## src/rtl/div_seq.sv

```systemverilog
// div_seq: multi-cycle restoring divider (signed/unsigned) with zero-divide and annul handling
module div_seq #(
    parameter int WIDTH = 32
) (
    input  logic               clk,
    input  logic               rst,
    input  logic               signed_div_i,
    input  logic [WIDTH-1:0]   opdata1_i,
    input  logic [WIDTH-1:0]   opdata2_i,
    input  logic               start_i,
    input  logic               annul_i,
    output logic [2*WIDTH-1:0] result_o,
    output logic               ready_o,
    output logic               busy_o
);
    localparam int CW = $clog2(WIDTH + 1);

    typedef enum logic [1:0] {FREE, BYZERO, ON, END} state_t;

    state_t             state_q, state_d;
    logic [CW-1:0]      cnt_q, cnt_d;
    logic [WIDTH-1:0]   a_q, a_d;
    logic [WIDTH-1:0]   b_q, b_d;
    logic [WIDTH-1:0]   r_q, r_d;
    logic               neg_q_q, neg_q_d;
    logic               neg_r_q, neg_r_d;
    logic [2*WIDTH-1:0] result_q, result_d;
    logic               ready_q, ready_d;
    logic               busy_q, busy_d;

    logic [WIDTH:0]     rr, diff;
    logic               ge, sa, sb;

    // a_q shifts the dividend out MSB-first while quotient bits shift in from the bottom
    assign rr   = {r_q, a_q[WIDTH-1]};
    assign diff = rr - {1'b0, b_q};
    assign ge   = ~diff[WIDTH];
    assign sa   = signed_div_i & opdata1_i[WIDTH-1];
    assign sb   = signed_div_i & opdata2_i[WIDTH-1];

    // next-state and registered-output logic
    always_comb begin
        state_d  = state_q;
        cnt_d    = cnt_q;
        a_d      = a_q;
        b_d      = b_q;
        r_d      = r_q;
        neg_q_d  = neg_q_q;
        neg_r_d  = neg_r_q;
        result_d = result_q;
        ready_d  = ready_q;
        busy_d   = busy_q;
        case (state_q)
            FREE: begin
                if (start_i && !annul_i) begin
                    a_d     = sa ? -opdata1_i : opdata1_i;
                    b_d     = sb ? -opdata2_i : opdata2_i;
                    r_d     = '0;
                    cnt_d   = '0;
                    neg_q_d = sa ^ sb;
                    neg_r_d = sa;
                    busy_d  = 1'b1;
                    state_d = (opdata2_i == '0) ? BYZERO : ON;
                end
            end
            BYZERO: begin
                busy_d   = 1'b0;
                result_d = '0;
                ready_d  = !annul_i;
                state_d  = annul_i ? FREE : END;
            end
            ON: begin
                if (annul_i) begin
                    busy_d   = 1'b0;
                    ready_d  = 1'b0;
                    result_d = '0;
                    state_d  = FREE;
                end else if (cnt_q == CW'(WIDTH)) begin
                    busy_d   = 1'b0;
                    ready_d  = 1'b1;
                    result_d = {neg_r_q ? -r_q : r_q, neg_q_q ? -a_q : a_q};
                    state_d  = END;
                end else begin
                    a_d   = {a_q[WIDTH-2:0], ge};
                    r_d   = ge ? diff[WIDTH-1:0] : rr[WIDTH-1:0];
                    cnt_d = cnt_q + CW'(1);
                end
            end
            END: begin
                if (!start_i) begin
                    ready_d  = 1'b0;
                    result_d = '0;
                    state_d  = FREE;
                end
            end
            default: state_d = FREE;
        endcase
    end

    // state and output registers with asynchronous clear
    always_ff @(posedge clk or posedge rst) begin
        if (rst) begin
            state_q  <= FREE;
            cnt_q    <= '0;
            a_q      <= '0;
            b_q      <= '0;
            r_q      <= '0;
            neg_q_q  <= 1'b0;
            neg_r_q  <= 1'b0;
            result_q <= '0;
            ready_q  <= 1'b0;
            busy_q   <= 1'b0;
        end else begin
            state_q  <= state_d;
            cnt_q    <= cnt_d;
            a_q      <= a_d;
            b_q      <= b_d;
            r_q      <= r_d;
            neg_q_q  <= neg_q_d;
            neg_r_q  <= neg_r_d;
            result_q <= result_d;
            ready_q  <= ready_d;
            busy_q   <= busy_d;
        end
    end

    assign result_o = result_q;
    assign ready_o  = ready_q;
    assign busy_o   = busy_q;
endmodule

```

## config.mk

```make
export PLATFORM = sky130hd
export DESIGN_NAME = div_seq
export DESIGN_NICKNAME = d
export VERILOG_FILES = /design/src/rtl/div_seq.sv
export SDC_FILE = /design/constraint.sdc
export NUM_CORES = 1
export LEC_CHECK = 0
export CAP_MARGIN = 20
export CORE_UTILIZATION = 60
export DETAILED_ROUTE_END_ITERATION = 7
export GPL_ROUTABILITY_DRIVEN = 0
export PLACE_DENSITY = 0.85
export RECOVER_POWER = 100
export SETUP_SLACK_MARGIN = 0.4
export SLEW_MARGIN = 20
export SYNTH_ARGS = -nofsm -noshare
export SYNTH_HDL_FRONTEND = slang
export SYNTH_SLANG_ARGS = --single-unit
```

## constraint.sdc

```tcl
create_clock -name clk -period 20.7 [get_ports clk]
set_input_delay 6.21 -clock clk [delete_from_list [all_inputs] [get_ports clk]]
set_output_delay 6.21 -clock clk [all_outputs]
set_load 0.01 [all_outputs]
```

# Yosys cells after proc, flatten, opt, wreduce, memory -nomap -nowiden
# Cells that the tools add are included.
# totals
elab_cells,77
inputBits,69
ff_bits,172
out_inout_bits,66
# op_classes
bitwise,4
add_sub_neg,6
reduce_logical,12
eq_ne,9
n_mux,36
# op_table
cell,count
$mux 32,11
$mux 64,3
$pmux 64 s3,1
$neg 32->32,4
$pmux 32 s2,2
$sub 33x32->33,1
$logic_not 32->1,1
$mux 6,3
$mux 2,6
$pmux 6 s2,1
$reduce_and 3->1,3
$ne 2x2->1 const B,4
$pmux 2 s4,1
$add 6x1->6 const B,1
$eq 6x6->1 const B,1
$mux 1,6
$pmux 1 s3,2
$reduce_bool 3->1,2
$eq 2x2->1 const B,2
$reduce_and 4->1,1
$ne 3x3->1 const B,1
$and 1x1->1,2
$eq 2x1->1 const B,1
$logic_not 2->1,1
other kinds (6),6

# Longest topological paths before layout
# logic_depth
ltp_word,5
ltp_mapped,13
depth_no_buf,11

# Worst setup path after synthesis
# Ideal clock, no wire load.
# synth_timing
path_type,input to register
start,input port opdata1_i[4]
end,register a_q[30]
path_buffers,1
arrival_ns,8.129
setup_ns,0.138
t_required_ns,20.562
stages,9
setup_slack_ns,12.433
cell_sequence,or4_1 -> nor3_1 -> nand3b_1 -> nor3_1 -> and2_1 -> clkbuf_1 -> nand3b_1 -> mux2i_1 -> o21ai_0
# synth_between
elab_chain_len,4
# synth_lines
item,line,source
from (decl),8,"input logic [WIDTH-1:0] opdata1_i,"
$neg 32->32,56,a_d = sa ? -opdata1_i : opdata1_i;
$mux 32,56,
$mux 32,55,if (start_i && !annul_i) begin
$pmux 32 s2,53,case (state_q)
to (signal assigned),105,a_q <= '0;
to (signal assigned),116,a_q <= a_d;
to (decl),22,"logic [WIDTH-1:0] a_q, a_d;"
# No other way between the ends. The select of a mux whose other input is x is not followed.
# A chain may end at the register's enable or synchronous reset.

==> flow_summary.ini <==
[global_route]
overflow = 0
grt_first_pass_wirelength_um = 47000
grt_util_all_layers_pct = 30.2
first_global_vias = 9565
antenna_found_initial = 0
grt_max_degree = 93

[logic_synthesis]
synth_area_um2 = 11200
synth_fa_ha_area_share_pct = 4.76
synth_enable_flop_cells = 0
synth-simple-area-share_pct = 16.4
synth-seq-cells = 172
async_flop_share_pct = 100
synth_flop_cell = dfrtp_1
yosysSeqAreaShare_pct = 38.4
syn_nets = 1445
synthMuxAreaShare_pct = 1.89
avgSynthCellArea_um2 = 8.40
netlist_instances = 1334
synth_top_family_by_area = compound AO/OA/AOI/OAI gates
yosysWarnings = 0
synth_xor_area_share_pct = 11.2
ys_types = 65
synth_compound_gate_area_share_pct = 22.7

[drt]
firstDrtPassIters = 8
wl_per_cell_um = 16.7
routed_wl_um = 27800
drc_errors = 9
drtIter0Drc = 1127
viasPerCell = 6.13
ant_nets = 0
vias = 10186

[clock_tree]
clkLatencyLatePin_ns = 0.45
post_cts_buffers = 0
ctsRootBufferMaster = clkbuf_16
numCtsBuffers = 17
cts_resized = 0
clockBufferDepth = 2
cts_max_level = 4
cts_tree = done
clk_pin_slew_worst_paths_ns = 0.06
cts_sinks = 172
ctsHoldBuffers = 0

[cells_and_area]
layout.nets = 1532
drive_gt1_share_pct = 3.77
final_common_cell = o21ai_0
layout_common_cells = o21ai_0, nand2_1, dfrtp_1, xor2_1, a21oi_1
design_area_um2 = 13200
syn2layout_area_growth_pct = 17.6
diodes = 0

[floorplan]
rows = 49
core-area_um2 = 18100
dieArea_um2 = 19200
ioPinCount = 135
dieHeight_um = 139
die_w_um = 139
start_util_pct = 61.7

[placement]
port_buffers = 134
dpl_cell_area_um2 = 12600
dp_hpwl_um = 19900

[sta]
final-setup-viol-count = 0
tightest_slew_ns = 4.09
finalCritPeriodShare_pct = 60.1
rsz0062_at_grt = no
finClkSkew_ns = 0.0115
hold_violations = 0
fmax_mhz = 80.4
drv_slew = 498
tns_ns = 0
period_needed_ns = 12.44
slew_headroom_pct = -173

[pwr]
power_leakage_nw = 5.81
irDropWorstVdd_v = 0.0000847
p_per_area_nw_per_um2 = 161

[setup_path]
crit_family = buffers and inverters
crit_start = rst
cp.arrival_ns = 12.04
path_buf_inv = 3
path_class = in -> async
r2r_start = state_q[0]$_DFFE_PP0P_
path_max_fanout = 92
worst_setup_path_end_kind = async pin
crit_slowest_cell = clkbuf_1
startpoint_type = input pin
crit_chain = dlygate4sd3_1 -> clkinvlp_2 -> clkbuf_1
worstPathRequired_ns = 20.30
max_stage_delay_ns = 3.03

[min_path]
hold_class = reg -> reg
hp-start = result_o[54]$_DFFE_PP0P_

[outcome]
violations = design-rule violations, max-capacitance violations, max-slew violations
outcome = finished with violations

[flow_run]
maxCapViolations = 7
## where the power goes
part	switching, mW	leakage [nW]	total, mW	internal, mW
sequential	0.158	2.26	0.626	0.468
clock	0.142	0.275	0.318	0.176
combinational	0.693	3.27	1.18	0.487
## per-stage QoR
step,hold slack [ns],utilization [%],cells,power (mW),setup slack [ns]
4_1_cts,0.485,72.7,1663,2.12,11.96
6_report,0.472,72.6,1663,2.12,8.26
3_5_place_dp,0.470,69.5,1631,1.79,11.51
5_1_grt,0.498,72.6,1663,2.29,6.68
2_1_floorplan,0.449,-,1334,1.45,9.83
3_3_place_gp,0.460,69.5,1631,1.75,11.65
## layout make-up
| cell class | count | area (um2) |
|---|---|---|
| Multi-Input combinational cell | 1024 | 6380 |
| Fill cell | 1408 | 4970 |
| Tap cell | 229 | 287 |
| Sequential cell | 172 | 4300 |
| Inverter | 65 | 245 |
| Clock buffer | 20 | 467 |
| Timing Repair Buffer | 141 | 1380 |
| Clock inverter | 12 | 110 |
## synthesized netlist by cell type (14+ instances only)
master | n | share of area, %
a21oi_1 | 80 | 3.6
a22oi_1 | 17 | 1.1
clkbuf_1 | 60 | 2.0
dfrtp_1 | 172 | 38
ha_1 | 41 | 4.6
inv_1 | 65 | 2.2
mux2i_1 | 20 | 1.8
nand2_1 | 194 | 6.5
nand3_1 | 19 | 0.85
nor2_1 | 56 | 1.9
nor3_1 | 18 | 0.80
o21ai_0 | 199 | 8.9
o31ai_1 | 26 | 1.7
o41ai_1 | 14 | 1.1
or3_1 | 20 | 1.1
or4_1 | 14 | 0.94
xnor2_1 | 51 | 4.0
xor2_1 | 92 | 7.2
## cells by family (layout without fill, tap and decap cells)
kind of cell,count (synthesis),count (layout)
flip-flops,172,172
buffers and inverters,138,238
AO/OA/AOI/OAI,426,426
AND/OR/NAND/NOR,392,392
XOR/XNOR,143,143
multiplexers,21,21
adder cells (fa/ha/maj),42,42
## worst register-to-register path: cells and delay by family, from the launching register on
kind / cells / cell delay (ns)
and+or+nand+nor: 2 / 2.27
adders and majority gates: 1 / 0.15
AOI/OAI and AO/OA: 3 / 0.91
buffers and inverters: 3 / 2.35
DFF: 1 / 0.38
## final timing paths
| path | cells after the start | endpoint | slack, ns |
|---|---|---|---|
| setup / recovery | 3 | b_q[22]$_DFFE_PP0P_ | 8.26 |
| hold / removal | 2 | result_o[54]$_DFFE_PP0P_ | 0.47 |
| setup reg to reg | 9 | result_o[11]$_DFFE_PP0P_ | 14.38 |
| hold reg to reg | 2 | result_o[54]$_DFFE_PP0P_ | 0.47 |
| max in group clk | 8 | a_q[14]$_DFFE_PP0P_ | 8.65 |
| min in group asynchronous | 2 | result_o[40]$_DFFE_PP0P_ | 7.41 |
## routing by layer
layer | wire length (um) | vias to the layer above | track usage (%)
li1 | - | 4910 | -
met1 | 12400 | 4745 | 42.9
met2 | 12400 | 473 | 45.7
met3 | 2470 | 58 | 6.77
met4 | 536 | 0 | 10.2
met5 | 0 | - | 0
## state kept, by name, summed over array words and instances (netlist names)
name / flops
result_o: 64
a_q: 32
b_q: 32
r_q: 32
cnt_q: 6
state_q: 2
busy_o: 1
neg_q_q: 1
neg_r_q: 1
ready_o: 1
No activity file was read; power rests on OpenSTA's default activity.
